--- src/rtl/seg_frame_shifter.sv ---
// seg_frame_shifter: composes DIGITS hex digits into active-low 7-segment bytes and
// shifts each frame MSB-first into an external shift-register chain, then latches it.
// Optional macro SEG_BLINK_EN builds the blink counter and per-digit blanking via les.
module seg_frame_shifter #(
  parameter int DIGITS     = 8,
  parameter int CLK_DIV    = 2,
  parameter int BLINK_BITS = 24
)(
  input  logic                clk,
  input  logic                rst,
  input  logic [4*DIGITS-1:0] hexs1,
  input  logic [4*DIGITS-1:0] hexs2,
  input  logic                sw,
  input  logic [DIGITS-1:0]   points,
  input  logic [DIGITS-1:0]   les,
  output logic                seg_clk,
  output logic                seg_dat,
  output logic                seg_lat,
  output logic                frame_done
);
  localparam int NB = 8*DIGITS;
  localparam int BW = $clog2(NB+1);
  localparam int DW = (CLK_DIV > 1) ? $clog2(CLK_DIV) : 1;
  localparam logic [BW-1:0] LAST_BIT = BW'(NB-1);
  localparam logic [DW-1:0] DIV_LAST = DW'(CLK_DIV-1);

  typedef enum logic [1:0] {LOAD, SHIFT, LATCH} state_t;

  state_t          state_q, state_d;
  logic [BW-1:0]   bit_q;
  logic [DW-1:0]   div_q;
  logic            phase_q;   // 0: seg_clk low half, 1: high half
  logic [NB-1:0]   sh_q;
  logic            dat_q;
  logic [NB-1:0]   frame;
  logic [DIGITS-1:0] blank;
  logic            div_last, bit_last;

  // {g,f,e,d,c,b,a}, active-low
  function automatic logic [6:0] glyph(input logic [3:0] h);
    logic [6:0] g;
    unique case (h)
      4'h0: g = 7'h40; 4'h1: g = 7'h79; 4'h2: g = 7'h24; 4'h3: g = 7'h30;
      4'h4: g = 7'h19; 4'h5: g = 7'h12; 4'h6: g = 7'h02; 4'h7: g = 7'h78;
      4'h8: g = 7'h00; 4'h9: g = 7'h10; 4'hA: g = 7'h08; 4'hB: g = 7'h03;
      4'hC: g = 7'h46; 4'hD: g = 7'h21; 4'hE: g = 7'h06; 4'hF: g = 7'h0E;
    endcase
    return g;
  endfunction

`ifdef SEG_BLINK_EN
  logic [BLINK_BITS-1:0] blink_q;
  always_ff @(posedge clk or posedge rst)
    if (rst) blink_q <= '0;
    else     blink_q <= blink_q + 1'b1;
  assign blank = les & {DIGITS{blink_q[BLINK_BITS-1]}};
`else
  logic unused_blink;
  assign unused_blink = ^{les, 1'(BLINK_BITS)};
  assign blank = '0;
`endif

  for (genvar i = 0; i < DIGITS; i++) begin : g_dig
    logic [3:0] nib;
    assign nib = sw ? hexs2[4*i +: 4] : hexs1[4*i +: 4];
    assign frame[8*i +: 8] = blank[i] ? 8'hFF : {~points[i], glyph(nib)};
  end

  assign div_last = (div_q == DIV_LAST);
  assign bit_last = (bit_q == LAST_BIT);

  always_comb begin
    state_d    = state_q;
    seg_clk    = 1'b0;
    seg_lat    = 1'b0;
    frame_done = 1'b0;
    seg_dat    = dat_q;
    unique case (state_q)
      LOAD:  state_d = SHIFT;
      SHIFT: begin
        seg_clk = phase_q;
        if (div_last && phase_q && bit_last) state_d = LATCH;
      end
      LATCH: begin
        seg_lat    = 1'b1;
        frame_done = div_last;
        if (div_last) state_d = LOAD;
      end
      default: state_d = LOAD;
    endcase
  end

  always_ff @(posedge clk or posedge rst) begin
    if (rst) begin
      state_q <= LOAD;
      bit_q   <= '0;
      div_q   <= '0;
      phase_q <= 1'b0;
      sh_q    <= '1;
      dat_q   <= 1'b0;
    end else begin
      state_q <= state_d;
      unique case (state_q)
        LOAD: begin
          // first bit goes straight to dat_q so it is valid for the whole first low half
          sh_q    <= {frame[NB-2:0], 1'b1};
          dat_q   <= frame[NB-1];
          bit_q   <= '0;
          div_q   <= '0;
          phase_q <= 1'b0;
        end
        SHIFT: begin
          if (!div_last) div_q <= div_q + 1'b1;
          else begin
            div_q   <= '0;
            phase_q <= ~phase_q;
            if (phase_q && !bit_last) begin
              bit_q <= bit_q + 1'b1;
              dat_q <= sh_q[NB-1];
              sh_q  <= {sh_q[NB-2:0], 1'b1};
            end
          end
        end
        LATCH: div_q <= div_last ? '0 : div_q + 1'b1;
        default: ;
      endcase
    end
  end
endmodule

--- config.mk ---
export PLATFORM = sky130hd
export DESIGN_NAME = seg_frame_shifter
export DESIGN_NICKNAME = d
export VERILOG_FILES = /design/src/rtl/seg_frame_shifter.sv
export SDC_FILE = /design/constraint.sdc
export NUM_CORES = 1
export LEC_CHECK = 0
export ABC_AREA = 1
export CAP_MARGIN = 10
export CORE_MARGIN = 4
export CORE_UTILIZATION = 60
export CTS_BUF_LIST = sky130_fd_sc_hd__clkbuf_8
export CTS_CLUSTER_SIZE = 12
export DETAILED_ROUTE_END_ITERATION = 16
export PLACE_DENSITY_LB_ADDON = 0.12
export SETUP_SLACK_MARGIN = 0.3
export SLEW_MARGIN = 0
export SYNTH_ARGS = -nofsm -noshare
export SYNTH_HDL_FRONTEND = slang
export SYNTH_SLANG_ARGS = --single-unit
--- constraint.sdc ---
create_clock -name clk -period 5.2 [get_ports clk]
set_clock_uncertainty 0.05 [all_clocks]
set_input_delay 1.56 -clock clk [delete_from_list [all_inputs] [get_ports clk]]
set_output_delay 1.56 -clock clk [all_outputs]
set_load 0.02 [all_outputs]
== Word level (Yosys, flattened, before mapping) ==
Memories as Yosys holds them, arrays and structs flattened.
Cells that the tools add are included.

* Shift operators: 0
* Div/mod/pow operators: 0
* Multiply operators: 0
* Reduce and logical (&&, ||, !) cells: 11
* Bitwise gates (word level): 9
* Add/subtract/negate cells: 2
* $lt $le $gt $ge: 0
* Equal/unequal tests: 7
* Muxes and demuxes: 27

{| class="wikitable"
|+ Operators by type and width
! cell !! number
|-
| 64-bit two-way mux || 2
|-
| 64-bit case mux with 2 select lines || 1
|-
| 4-bit two-way mux || 8
|-
| 7-bit two-way mux || 2
|-
| 7-bit case mux with 2 select lines || 1
|-
| 1-bit inverter || 9
|-
| 2-bit inequality test, second input constant || 4
|-
| 7-bit by 1-bit adder with 7-bit output, second input constant || 1
|-
| 7-bit by 6-bit == test with 1-bit output, second input constant || 1
|-
| 1-bit two-way mux || 7
|-
| 1-bit case mux with 2 select lines || 3
|-
| 2-bit case mux with 3 select lines || 1
|-
| 2-bit two-way mux || 2
|-
| 2-bit AND reduction || 2
|-
| 2-bit nonzero test || 2
|-
| 1-bit logical AND || 3
|-
| 3-bit AND reduction || 1
|-
| 2-bit by 1-bit == test with 1-bit output, second input constant || 1
|-
| 2-bit == test, second input constant || 1
|-
| 2-bit logical NOT || 1
|-
| 2-bit OR reduction || 1
|-
| 1-bit adder, second input constant || 1
|-
| 1-bit logical NOT || 1
|}

* Input bits: 83
* Bits in latches: 0
* ROM bits: 896
* Word-level logic and storage cells: 70
* Register bits after elaboration: 76
* Memories: 8
* Memory bits (writable): 0

{| class="wikitable"
|+ Memory list
! name !! depth !! bits a word !! read ports !! clocked after memory_dff !! write ports !! line !! text
|-
| (name not given) || 16 || 7 || 1 || 0 || 0 || 42 || <nowiki>unique case (h)</nowiki>
|-
| (name not given) || 16 || 7 || 1 || 0 || 0 || 42 ||
|-
| (name not given) || 16 || 7 || 1 || 0 || 0 || 42 ||
|-
| (name not given) || 16 || 7 || 1 || 0 || 0 || 42 ||
|-
| (name not given) || 16 || 7 || 1 || 0 || 0 || 42 ||
|-
| (name not given) || 16 || 7 || 1 || 0 || 0 || 42 ||
|-
| 2 more memories || - || - || - || - || - || - ||
|}

== Logic depth before layout (Yosys ltp) ==
* Depth after elaboration: 6
* Gate-level depth with buffers: 14
* Depth with buffers taken out: 11

== Least setup slack after synthesis ==
OpenSTA, ideal clock, no wires.

* Path type: input to register
* Start point: input port sw
* End point: register sh_q[17]
* Path slack: 2.141 ns
* Arrival: 2.933 ns
* Cell stages on the path: 10
* Path buffers: 2
* Path through: buf_6 buf_4 o21ai_1 inv_1 ha_1 nand3b_1 nand3_1 nand3_1 nand3_1 nand2_1

* Longest elaborated chain between the ends: 3

{| class="wikitable"
|+ RTL lines
! what !! line !! text
|-
| from (decl) || 13 || <nowiki>input logic sw,</nowiki>
|-
| 4-bit two-way mux || 65 || <nowiki>assign nib = sw ? hexs2[4*i +: 4] : hexs1[4*i +: 4];</nowiki>
|-
| memory read 16 x 7 bit || - ||
|-
| 64-bit case mux with 2 select lines || 103 || <nowiki>unique case (state_q)</nowiki>
|-
| to (signal assigned) || 106 || <nowiki>sh_q <= {frame[NB-2:0], 1'b1};</nowiki>
|-
| to (signal assigned) || 120 || <nowiki>sh_q <= {sh_q[NB-2:0], 1'b1};</nowiki>
|-
| to (decl) || 33 || <nowiki>logic [NB-1:0] sh_q;</nowiki>
|}

Every way passes these cells.
A chain may end at the register's enable or synchronous reset.

== Worst setup path in the final report ==
* Start point: input port sw
* End point: register sh_q[63]

Same word-level chain as after synthesis.

==> impl_metrics.yaml <==
floorplanning:
  die-area_um2: 12800
  start_util_pct: 61.4
  die_y_um: 113
  ioPinCount: 87
  core_area_um2: 10800
  num_rows: 38
  dieWidth_um: 113
detailed_routing:
  via_per_inst: 5.29
  wire_per_inst_um: 12.2
  antenna_left: 0
  dr_total_vias: 6295
  drt_iter0_drc: 366
  drc_errors: 0
  drt_first_pass_iters: 7
  totalWireLength_um: 14600
clock_tree:
  post_cts_resize_count: 0
  clock_latency_ps: 350
  cts_tree: "yes"
  cts_setup_buffers: 0
  htree_levels: 3
  clock_path_buffers: 2
  cts_root_buf: "clkbuf_8"
  cts_inserted_buffers: 9
  holdBufCountCts: 0
  cts.reportedPaths.clkPinSlew_ps: 80
  clock-sinks: 75
worst_setup_path:
  r2r_end: "sh_q[32]"
  crit_fanout: 38
  r2r_cells: 9
  r2r_start: "state_q[1]"
  startpoint_type: "primary input"
  arrival_ps: 3790
  endpoint: "sh_q[63]"
  cp.required_ps: 5440
  path_class: "primary input to register"
  endpoint_kind: "register"
  ff2ff_setup_slack_ps: 1980
  critical_path.startpoint: "sw"
final_layout:
  regArea_um2: 1960
  layout.cells.non_filler: 1190
  drive_gt1_share_pct: 15.0
  stdcell_area_um2: 7570
  multiInputGateArea_um2: 4110
  syn_to_final_growth_pct: 13.8
  fill_cells: 966
  nets: 1189
  antennaDiodeCount: 0
yosys:
  ys_seq_elements: 75
  synth_top_area_cell: "dfstp_2"
  synthCells: 996
  synthMuxAreaShare_pct: 0
  synth_top_flop_cell: "dfstp_2"
  synth-simple-area-share_pct: 43.0
  synth.most_common_cell: "nand2_1"
  yosys-top-cells-count: "nand2_1, nand3_1, inv_1, dfstp_2, ha_1"
  synth_area_um2: 6650
  synthAdderAreaFrac_pct: 11.3
  synthXorXnorAreaFrac_pct: 0.132
  synth_nets: 1139
  synth_compound_area_share_pct: 7.32
  synth_area_leaders: "dfstp_2, nand2_1, nand3_1"
  synth_top_family_by_area: "simple AND/OR/NAND/NOR gates"
  ys_warn_count: 0
  synth-seq-area-share_pct: 29.4
  synth_top_area_share_pct: 24.9
  async_flop_share_pct: 100
  synth_edf_count: 0
  synthDistinctLibCells: 31
  synth.avg_cell_area_um2: 6.68
timing:
  slew_violations: 0
  worst_pin_slew_ps: 813
  setup_viol: 0
  period_share_pct: 68.3
  fmax_mhz: 281
  rsz0062_at_grt: "no"
  hold_viol_final: 0
  fin_crit_ps: 3550
  hold_ws_ps: 434
  max_slew_margin_pct: 45.7
  fin_tns_setup_ps: 0
power_and_ir_drop:
  leakage_nw: 3.76
  peakVddDrop_mv: 0.115
  powerDensity_nw_per_um2: 194
global_route:
  track_usage_pct: 23.2
  first_global_vias: 5855
  overflow: 0
  antenna_found_initial: 0
  grt_pass1_wl_um: 25500
  grt_max_degree: 86
run_status:
  status: "finished, final reports clean"
place:
  placedCellCount: 1175
  io_buffers: 78
  placed_area_um2: 7390
  place_congestion: 0.885
  hpwlAfterDp_um: 9880
run:
  max_cap_viol_count: 0
hold_path:
  min-delay-start: "sh_q[1]"
  min_path_type: "register to register"
[how the worst min path moves through the flow]
stage / to / cells past startpoint
final: sh_q[1] / 2
after CTS: sh_q[35] / 2
after global placement: sh_q[50] / 2
after detailed placement: sh_q[35] / 2
after floorplan: sh_q[53] / 2
after global routing: sh_q[2] / 2
[layer usage]
layer / vias to the layer above / track usage (%) / share of wire (%)
li1: 3290 / - / -
met1: 2881 / 30.2 / 47
met2: 116 / 41.5 / 48
met3: 8 / 2.99 / 4.3
met4: 0 / 4.65 / 0.74
met5: - / 0 / 0
[cell families after synthesis]
family	Yosys count
compound gates	85
fa+ha+maj	60
flops	75
simple gates	644
buf+inv	131
xor+xnor	1
[layout by cell type, fill, tap and decap left out]
| master | synthesis | layout |
|---|---|---|
| a22oi_1 | 1 | 1 |
| nor3b_1 | 1 | 1 |
| nand2_1 | 342 | 341 |
| o211ai_1 | 12 | 12 |
| nand2_4 | 3 | 3 |
| clkinvlp_4 | 0 | 1 |
| o21ai_4 | 1 | 1 |
| nor2_1 | 43 | 43 |
| inv_2 | 6 | 7 |
| xor2_1 | 1 | 1 |
| a21oi_1 | 24 | 24 |
| nand4_1 | 1 | 1 |
| dfrtp_1 | 12 | 12 |
| o21ai_2 | 4 | 4 |
| o21ai_1 | 16 | 16 |
| clkdlybuf4s50_1 | 0 | 77 |
| nor2_4 | 1 | 1 |
| inv_1 | 80 | 81 |
| ha_1 | 60 | 59 |
| buf_4 | 3 | 6 |
| clkbuf_8 | 0 | 12 |
| or2_2 | 36 | 36 |
| buf_2 | 17 | 1 |
| nand2_2 | 19 | 20 |
| dfstp_2 | 63 | 63 |
| nand3_2 | 1 | 1 |
| o21ai_0 | 26 | 26 |
| nand3_1 | 190 | 190 |
| ha_2 | 0 | 1 |
| a21boi_0 | 1 | 1 |
| nand3b_1 | 7 | 7 |
[where the power goes]
group | leakage (nW) | switching (mW) | internal [mW]
sequential | 0.811 | 0.0212 | 0.664
combinational | 2.85 | 0.212 | 0.164
clock | 0.0971 | 0.203 | 0.207
total | 3.76 | 0.436 | 1.04
[flip-flops by register name (all words and copies together) (netlist names)]
register	cells
sh_q	63
phase_q	1
seg_dat	1
state_q	2
div_last	1
bit_q	7
[stage by stage]
| step | total power, mW | worst slack (ps) | util [%] |
|---|---|---|---|
| after floorplan | 0.958 | 1780 | - |
| after global placement | 1.06 | 1340 | 68.1 |
| after detailed placement | 1.07 | 1250 | 68.1 |
| after CTS | 1.48 | 1610 | 69.8 |
| after global routing | 1.57 | 1390 | 69.8 |
| final | 1.47 | 1650 | 69.8 |
[critical path, stage by stage]
cell     delay (ps)
buf_2           450
inv_2           480
nand2_1         180
nand2_1         180
inv_1           150
ha_1            180
nand3_1         160
nand3_1         130
nand3_1          80
nand2_1         100
nand2_1          50
nand2_1          90
[cell type report]
| class | instances | share of cell area, % |
|---|---|---|
| Clock buffer | 12 | 2.18 |
| Clock inverter | 3 | 0.198 |
| Inverter | 86 | 4.27 |
| Multi-Input combinational cell | 790 | 54.3 |
| Sequential cell | 75 | 25.8 |
| Tap cell | 140 | 2.31 |
| Timing Repair Buffer | 84 | 10.8 |
Power figures use the tool's default switching activity.
